### config.mk
export PLATFORM = sky130hd
export DESIGN_NAME = sound_tone_gen_flat
export DESIGN_NICKNAME = d
export VERILOG_FILES = /design/src/rtl/sound_tone_gen_if.sv /design/src/rtl/sound_tone_gen.sv /design/src/flat_wrapper.sv
export SDC_FILE = /design/constraint.sdc
export NUM_CORES = 1
export LEC_CHECK = 0
export BUFFER_PORTS_ARGS = -buffer_cell sky130_fd_sc_hd__buf_2
export CAP_MARGIN = 20
export CORE_MARGIN = 4
export CORE_UTILIZATION = 55
export CTS_CLUSTER_DIAMETER = 40
export DETAILED_ROUTE_END_ITERATION = 8
export PLACE_DENSITY = 0.73
export SLEW_MARGIN = 25
export SYNTH_ARGS = -nofsm -noshare
export SYNTH_HDL_FRONTEND = slang
export SYNTH_SLANG_ARGS = --single-unit
### constraint.sdc
create_clock -name clk -period 3.6 [get_ports clk]
set_input_delay 0.36 -clock clk [delete_from_list [all_inputs] [get_ports clk]]
set_output_delay 0.36 -clock clk [all_outputs]
set_load 0.05 [all_outputs]
### src/rtl/sound_tone_gen_if.sv
// Sound request/response bundle between the game FSM (master) and the tone generator (slave).
// Requests are level-sampled every clk; outputs are registered in the generator.
interface sound_tone_gen_if #(
    parameter int FREQ_W   = 10,
    parameter int SAMPLE_W = 16
);
    logic                       enable_sound;
    logic [FREQ_W-1:0]          sound_freq;
    logic                       tone_out;
    logic signed [SAMPLE_W-1:0] audio_sample;
    logic                       sample_valid;
    logic                       busy;

    modport master (
        output enable_sound,
        output sound_freq,
        input  tone_out,
        input  audio_sample,
        input  sample_valid,
        input  busy
    );

    modport slave (
        input  enable_sound,
        input  sound_freq,
        output tone_out,
        output audio_sample,
        output sample_valid,
        output busy
    );
endinterface

### src/rtl/sound_tone_gen.sv
// Square-wave tone generator with click-free release: half-period = sound_freq ticks of PRESCALE clks.
// Request seen on one edge is audible after that edge; no backpressure, sample_valid is a free-running strobe.
module sound_tone_gen #(
    parameter int PRESCALE  = 50,
    parameter int FREQ_W    = 10,
    parameter int SAMPLE_W  = 16,
    parameter int AMPLITUDE = 16'h3FFF
) (
    input  logic             clk,
    input  logic             resetN,
    sound_tone_gen_if.slave  snd
);
    localparam int PW = (PRESCALE > 2) ? $clog2(PRESCALE) : 1;
    localparam logic [PW-1:0] PRESCALE_LAST = PW'(PRESCALE - 1);
    localparam logic signed [SAMPLE_W-1:0] AMP_POS = SAMPLE_W'(AMPLITUDE);
    localparam logic signed [SAMPLE_W-1:0] AMP_NEG = -AMP_POS;

    typedef enum logic [1:0] {IDLE, PLAY, RELEASE} state_t;

    state_t            state;
    logic [PW-1:0]     prescale_cnt;
    logic [FREQ_W-1:0] phase_cnt;
    logic [FREQ_W-1:0] period_reg;

    logic tick;
    logic play_req;
    logic boundary;

    assign tick     = (prescale_cnt == PRESCALE_LAST);
    assign play_req = snd.enable_sound && (snd.sound_freq != '0);
    assign boundary = tick && (phase_cnt == period_reg - 1'b1);

    always_ff @(posedge clk or posedge resetN) begin
        if (resetN) begin
            state            <= IDLE;
            prescale_cnt     <= '0;
            phase_cnt        <= '0;
            period_reg       <= '0;
            snd.tone_out     <= 1'b0;
            snd.audio_sample <= '0;
            snd.sample_valid <= 1'b0;
            snd.busy         <= 1'b0;
        end else begin
            snd.sample_valid <= tick;
            prescale_cnt     <= tick ? '0 : prescale_cnt + 1'b1;

            case (state)
                IDLE: begin
                    if (play_req) begin
                        // Restart the prescaler so every note starts with a full first tick.
                        prescale_cnt     <= '0;
                        period_reg       <= snd.sound_freq;
                        phase_cnt        <= '0;
                        state            <= PLAY;
                        snd.tone_out     <= 1'b1;
                        snd.audio_sample <= AMP_POS;
                        snd.busy         <= 1'b1;
                    end
                end

                PLAY, RELEASE: begin
                    if (tick) begin
                        phase_cnt <= boundary ? '0 : phase_cnt + 1'b1;
                    end

                    if (boundary && !play_req && (snd.tone_out || state == RELEASE)) begin
                        // Falling edge, or end of the low half while releasing: stop silently.
                        state            <= IDLE;
                        snd.tone_out     <= 1'b0;
                        snd.audio_sample <= '0;
                        snd.busy         <= 1'b0;
                    end else if (boundary) begin
                        state            <= play_req ? PLAY : RELEASE;
                        snd.tone_out     <= ~snd.tone_out;
                        snd.audio_sample <= snd.tone_out ? AMP_NEG : AMP_POS;
                        if ((state == PLAY || play_req) && snd.sound_freq != '0) begin
                            period_reg <= snd.sound_freq;
                        end
                    end else begin
                        state <= play_req ? PLAY : RELEASE;
                    end
                end

                default: begin
                    state            <= IDLE;
                    snd.tone_out     <= 1'b0;
                    snd.audio_sample <= '0;
                    snd.busy         <= 1'b0;
                end
            endcase
        end
    end
endmodule

### src/flat_wrapper.sv
// flat-port wrapper written by rule: the top's interface ports become plain ports
module sound_tone_gen_flat 
#(
    parameter int PRESCALE  = 50,
    parameter int FREQ_W    = 10,
    parameter int SAMPLE_W  = 16,
    parameter int AMPLITUDE = 16'h3FFF
)
  (clk, resetN, snd_enable_sound, snd_sound_freq, snd_tone_out, snd_audio_sample, snd_sample_valid, snd_busy);
  sound_tone_gen_if #(.FREQ_W(FREQ_W), .SAMPLE_W(SAMPLE_W)) snd_i ();
  input  logic clk;
  input  logic resetN;
  input wire logic [$bits(snd_i.enable_sound)-1:0] snd_enable_sound;
  input wire logic [$bits(snd_i.sound_freq)-1:0] snd_sound_freq;
  output wire logic [$bits(snd_i.tone_out)-1:0] snd_tone_out;
  output wire logic [$bits(snd_i.audio_sample)-1:0] snd_audio_sample;
  output wire logic [$bits(snd_i.sample_valid)-1:0] snd_sample_valid;
  output wire logic [$bits(snd_i.busy)-1:0] snd_busy;
  assign snd_i.enable_sound = snd_enable_sound;
  assign snd_i.sound_freq = snd_sound_freq;
  assign snd_tone_out = snd_i.tone_out;
  assign snd_audio_sample = snd_i.audio_sample;
  assign snd_sample_valid = snd_i.sample_valid;
  assign snd_busy = snd_i.busy;
  sound_tone_gen #(.PRESCALE(PRESCALE), .FREQ_W(FREQ_W), .SAMPLE_W(SAMPLE_W), .AMPLITUDE(AMPLITUDE)) u_core (.clk(clk), .resetN(resetN), .snd(snd_i));
endmodule
==> reports/qor.csv <==
stage,metric,value,unit
floorplanning,die_width,72.1,um
detailed_routing,wl_met1,2200,um
clock_tree,cts_tree,done,
synth,syn-cell-area,2260,um2
clock_tree,cts-root-buf,clkbuf_8,
clock_tree,cts_made_buffers,5,
detailed_routing,first_pass_iters,4,
synth,synthArstFlopShare,1.00,
layout,final_cell_mix,"dfrtp_1 (33), nand2_1 (31), buf_2 (31)",
synth,syn_inst,242,
timing,fin_skew,0.00899,ns
setup_path,r2r-start,u_core.state[0]$_DFFE_PP0P_,
global_route,grt_pass1_wl,8250,um
setup_path,path_class,flop to flop,
floorplanning,die_area,5190,um2
placed_design,post-place-ws,0.480,ns
detailed_routing,wl_met2,2210,um
timing,final.min_clock_period,3.15,ns
clock_tree,cts_resized,0,
synth,synth-seq-cells,33,
detailed_routing,drc_errors,0,
global_route,grt_overflow,0,
floorplanning,die_h,72.1,um
layout,nFillCells,350,
global_route,grt_pass1_vias,1780,
run_status,status,"complete, no violations",
floorplanning,rows,23,
timing,slew_viol_final,0,
global_route,antenna_found_initial,0,
floorplanning,start_util,0.568,
timing,max_slew_margin,0.561,
synth,ys.flop_type,dfrtp_1,
detailed_routing,routed_wl,4660,um
setup_path,cp-end-kind,flop,
timing,fin_setup_tns,0,ns
synth,synth-seq-area-share,0.366,
clock_tree,cts.sinks,33,
timing,finalCritPeriodShare,0.875,
placed_design,routabilityCongestion,0.836,
detailed_routing,num_vias,1753,
setup_path,critPathMaxFanout,22,
synth,yosys_warnings,0,
placed_design,hpwl,3450,um
timing,post-route-worst-setup-slack,0.450,ns
detailed_routing,drtAntennaViolNets,0,
setup_path,cp.required,3.77,ns
timing,worstMarginPinSlew,0.657,ns
layout,final_common_cell,dfrtp_1,
detailed_routing,drt_iter0_markers,89,
detailed_routing,drt-wirelength-per-cell,15.1,um
layout,nets,279,
timing,hold_viol,0,
timing,grt_setup_unrepaired,false,
layout,area_growth,6.37,%
global_route,grt_max_degree,34,
synth,synth_edf_count,0,
clock_tree,post-cts-setup-buffers,0,
synth,synth_fp_nets,263,
clock_tree,insertion_delay,0.29,ns
synth,syn_area_per_cell,9.33,um2
setup_path,cp-start-kind,flop,
floorplanning,io_pins,32,
clock_tree,cts.clk_slew.worst_paths,0.07,ns
placed_design,io_buffers,31,
clock_tree,cts_buffer_depth,2,
floorplanning,core_area,3970,um2
clock_tree,htreeDepth,2,
synth,yosysUniqueCellTypes,59,
timing,setup_viol,0,
detailed_routing,drt-vias-per-instance,5.67,
flow_run,cap_violations,0,
hold_path,min_path_type,primary input to async pin,
timing,clock.fmax,317,MHz
layout,drive_above_1_share,0.251,
setup_path,timing.critical_path.from,u_core.state[0]$_DFFE_PP0P_,
detailed_routing,dr_wl_met3,161,um
detailed_routing,dr.max_layer_used,met4,
global_route,grtUsageTotal,0.200,
setup_path,critPathArrivalTime,3.32,ns
layout,n_antenna_cell,0,
clock_tree,holdBufCountCts,0,
layout,utilization,0.605,
-- path summary, 6_finish.rpt --
path                                                    end  slack (ns)  depth (start not counted)
max                        u_core.period_reg[2]$_DFFE_PP0P_        0.45                          8
min                        u_core.period_reg[9]$_DFFE_PP0P_        0.17                          3
max reg2reg                u_core.period_reg[2]$_DFFE_PP0P_        0.45                          8
min reg2reg                u_core.prescale_cnt[0]$_DFF_PP0_        0.50                          1
max in group asynchronous   u_core.phase_cnt[3]$_DFFE_PP0P_        3.12                          3
min in group clk           u_core.period_reg[6]$_DFFE_PP0P_        0.32                          2
-- worst max-delay path, stage by stage (launching register included) --
cell	delay (ns)
dfrtp_1	0.39
inv_1	0.09
ha_1	0.47
inv_1	0.19
a21oi_1	0.06
a211o_2	0.42
or3b_2	0.50
o32a_1	0.53
mux2_4	0.39
-- cell families (layout without fill, tap and decap cells) --
| group | Yosys count | count (layout) | synth area share |
|---|---|---|---|
| simple gates | 93 | 93 | 0.206 |
| compound gates | 45 | 45 | 0.154 |
| buf+inv | 36 | 53 | 0.0942 |
| flops | 33 | 33 | 0.366 |
| xor+xnor | 14 | 14 | 0.0543 |
| mux | 13 | 13 | 0.0809 |
| fa+ha+maj | 8 | 8 | 0.0443 |
-- cell type report --
class	count	area, um2	share of cell area
Timing Repair Buffer	32	163	0.0677
Clock inverter	2	10.0	0.00417
Sequential cell	33	826	0.344
Multi-Input combinational cell	173	1220	0.508
Clock buffer	6	72.6	0.0302
Tap cell	50	62.6	0.0261
Inverter	13	48.8	0.0203
-- metrics by stage --
step	cells	hold slack, ns	cell area, um2
2_1_floorplan	242	0.461	2260
3_3_place_gp	301	0.465	2320
3_5_place_dp	301	0.489	2320
4_1_cts	309	0.180	2400
5_1_grt	309	0.202	2400
6_report	309	0.170	2400
-- Yosys cell counts (all sizes together) (2+ instances only) --
| cell type | count | share of area |
|---|---|---|
| clkbuf | 4 | 0.0072 |
| xnor2 | 7 | 0.027 |
| a22o | 4 | 0.016 |
| or3 | 6 | 0.017 |
| nand2 | 31 | 0.052 |
| nor2 | 19 | 0.032 |
| a31oi | 3 | 0.0083 |
| inv | 13 | 0.022 |
| o211ai | 3 | 0.010 |
| o311ai | 2 | 0.0078 |
| ha | 8 | 0.044 |
| nand2b | 2 | 0.0055 |
| a211o | 2 | 0.012 |
| o32a | 2 | 0.0089 |
| buf | 19 | 0.065 |
| a21oi | 7 | 0.016 |
| nand3 | 8 | 0.018 |
| mux2 | 12 | 0.076 |
| or2 | 3 | 0.0083 |
| o21ai | 6 | 0.013 |
| and3 | 2 | 0.0061 |
| dfrtp | 33 | 0.37 |
| xor2 | 7 | 0.027 |
| o2111ai | 2 | 0.0078 |
| nor4 | 3 | 0.0083 |
| o31ai | 2 | 0.0066 |
| nor3 | 8 | 0.020 |
-- routing by layer --
| metal | vias up | GRT usage |
|---|---|---|
| met2 | 34 | 0.316 |
| met5 | - | 0 |
| met1 | 837 | 0.262 |
| met4 | 0 | 0.0835 |
| li1 | 873 | - |
| met3 | 9 | 0.0485 |
Power is left out: the tool's default activity adds up to more than one toggle a clock period on the data nets, which glitch-free logic cannot reach.
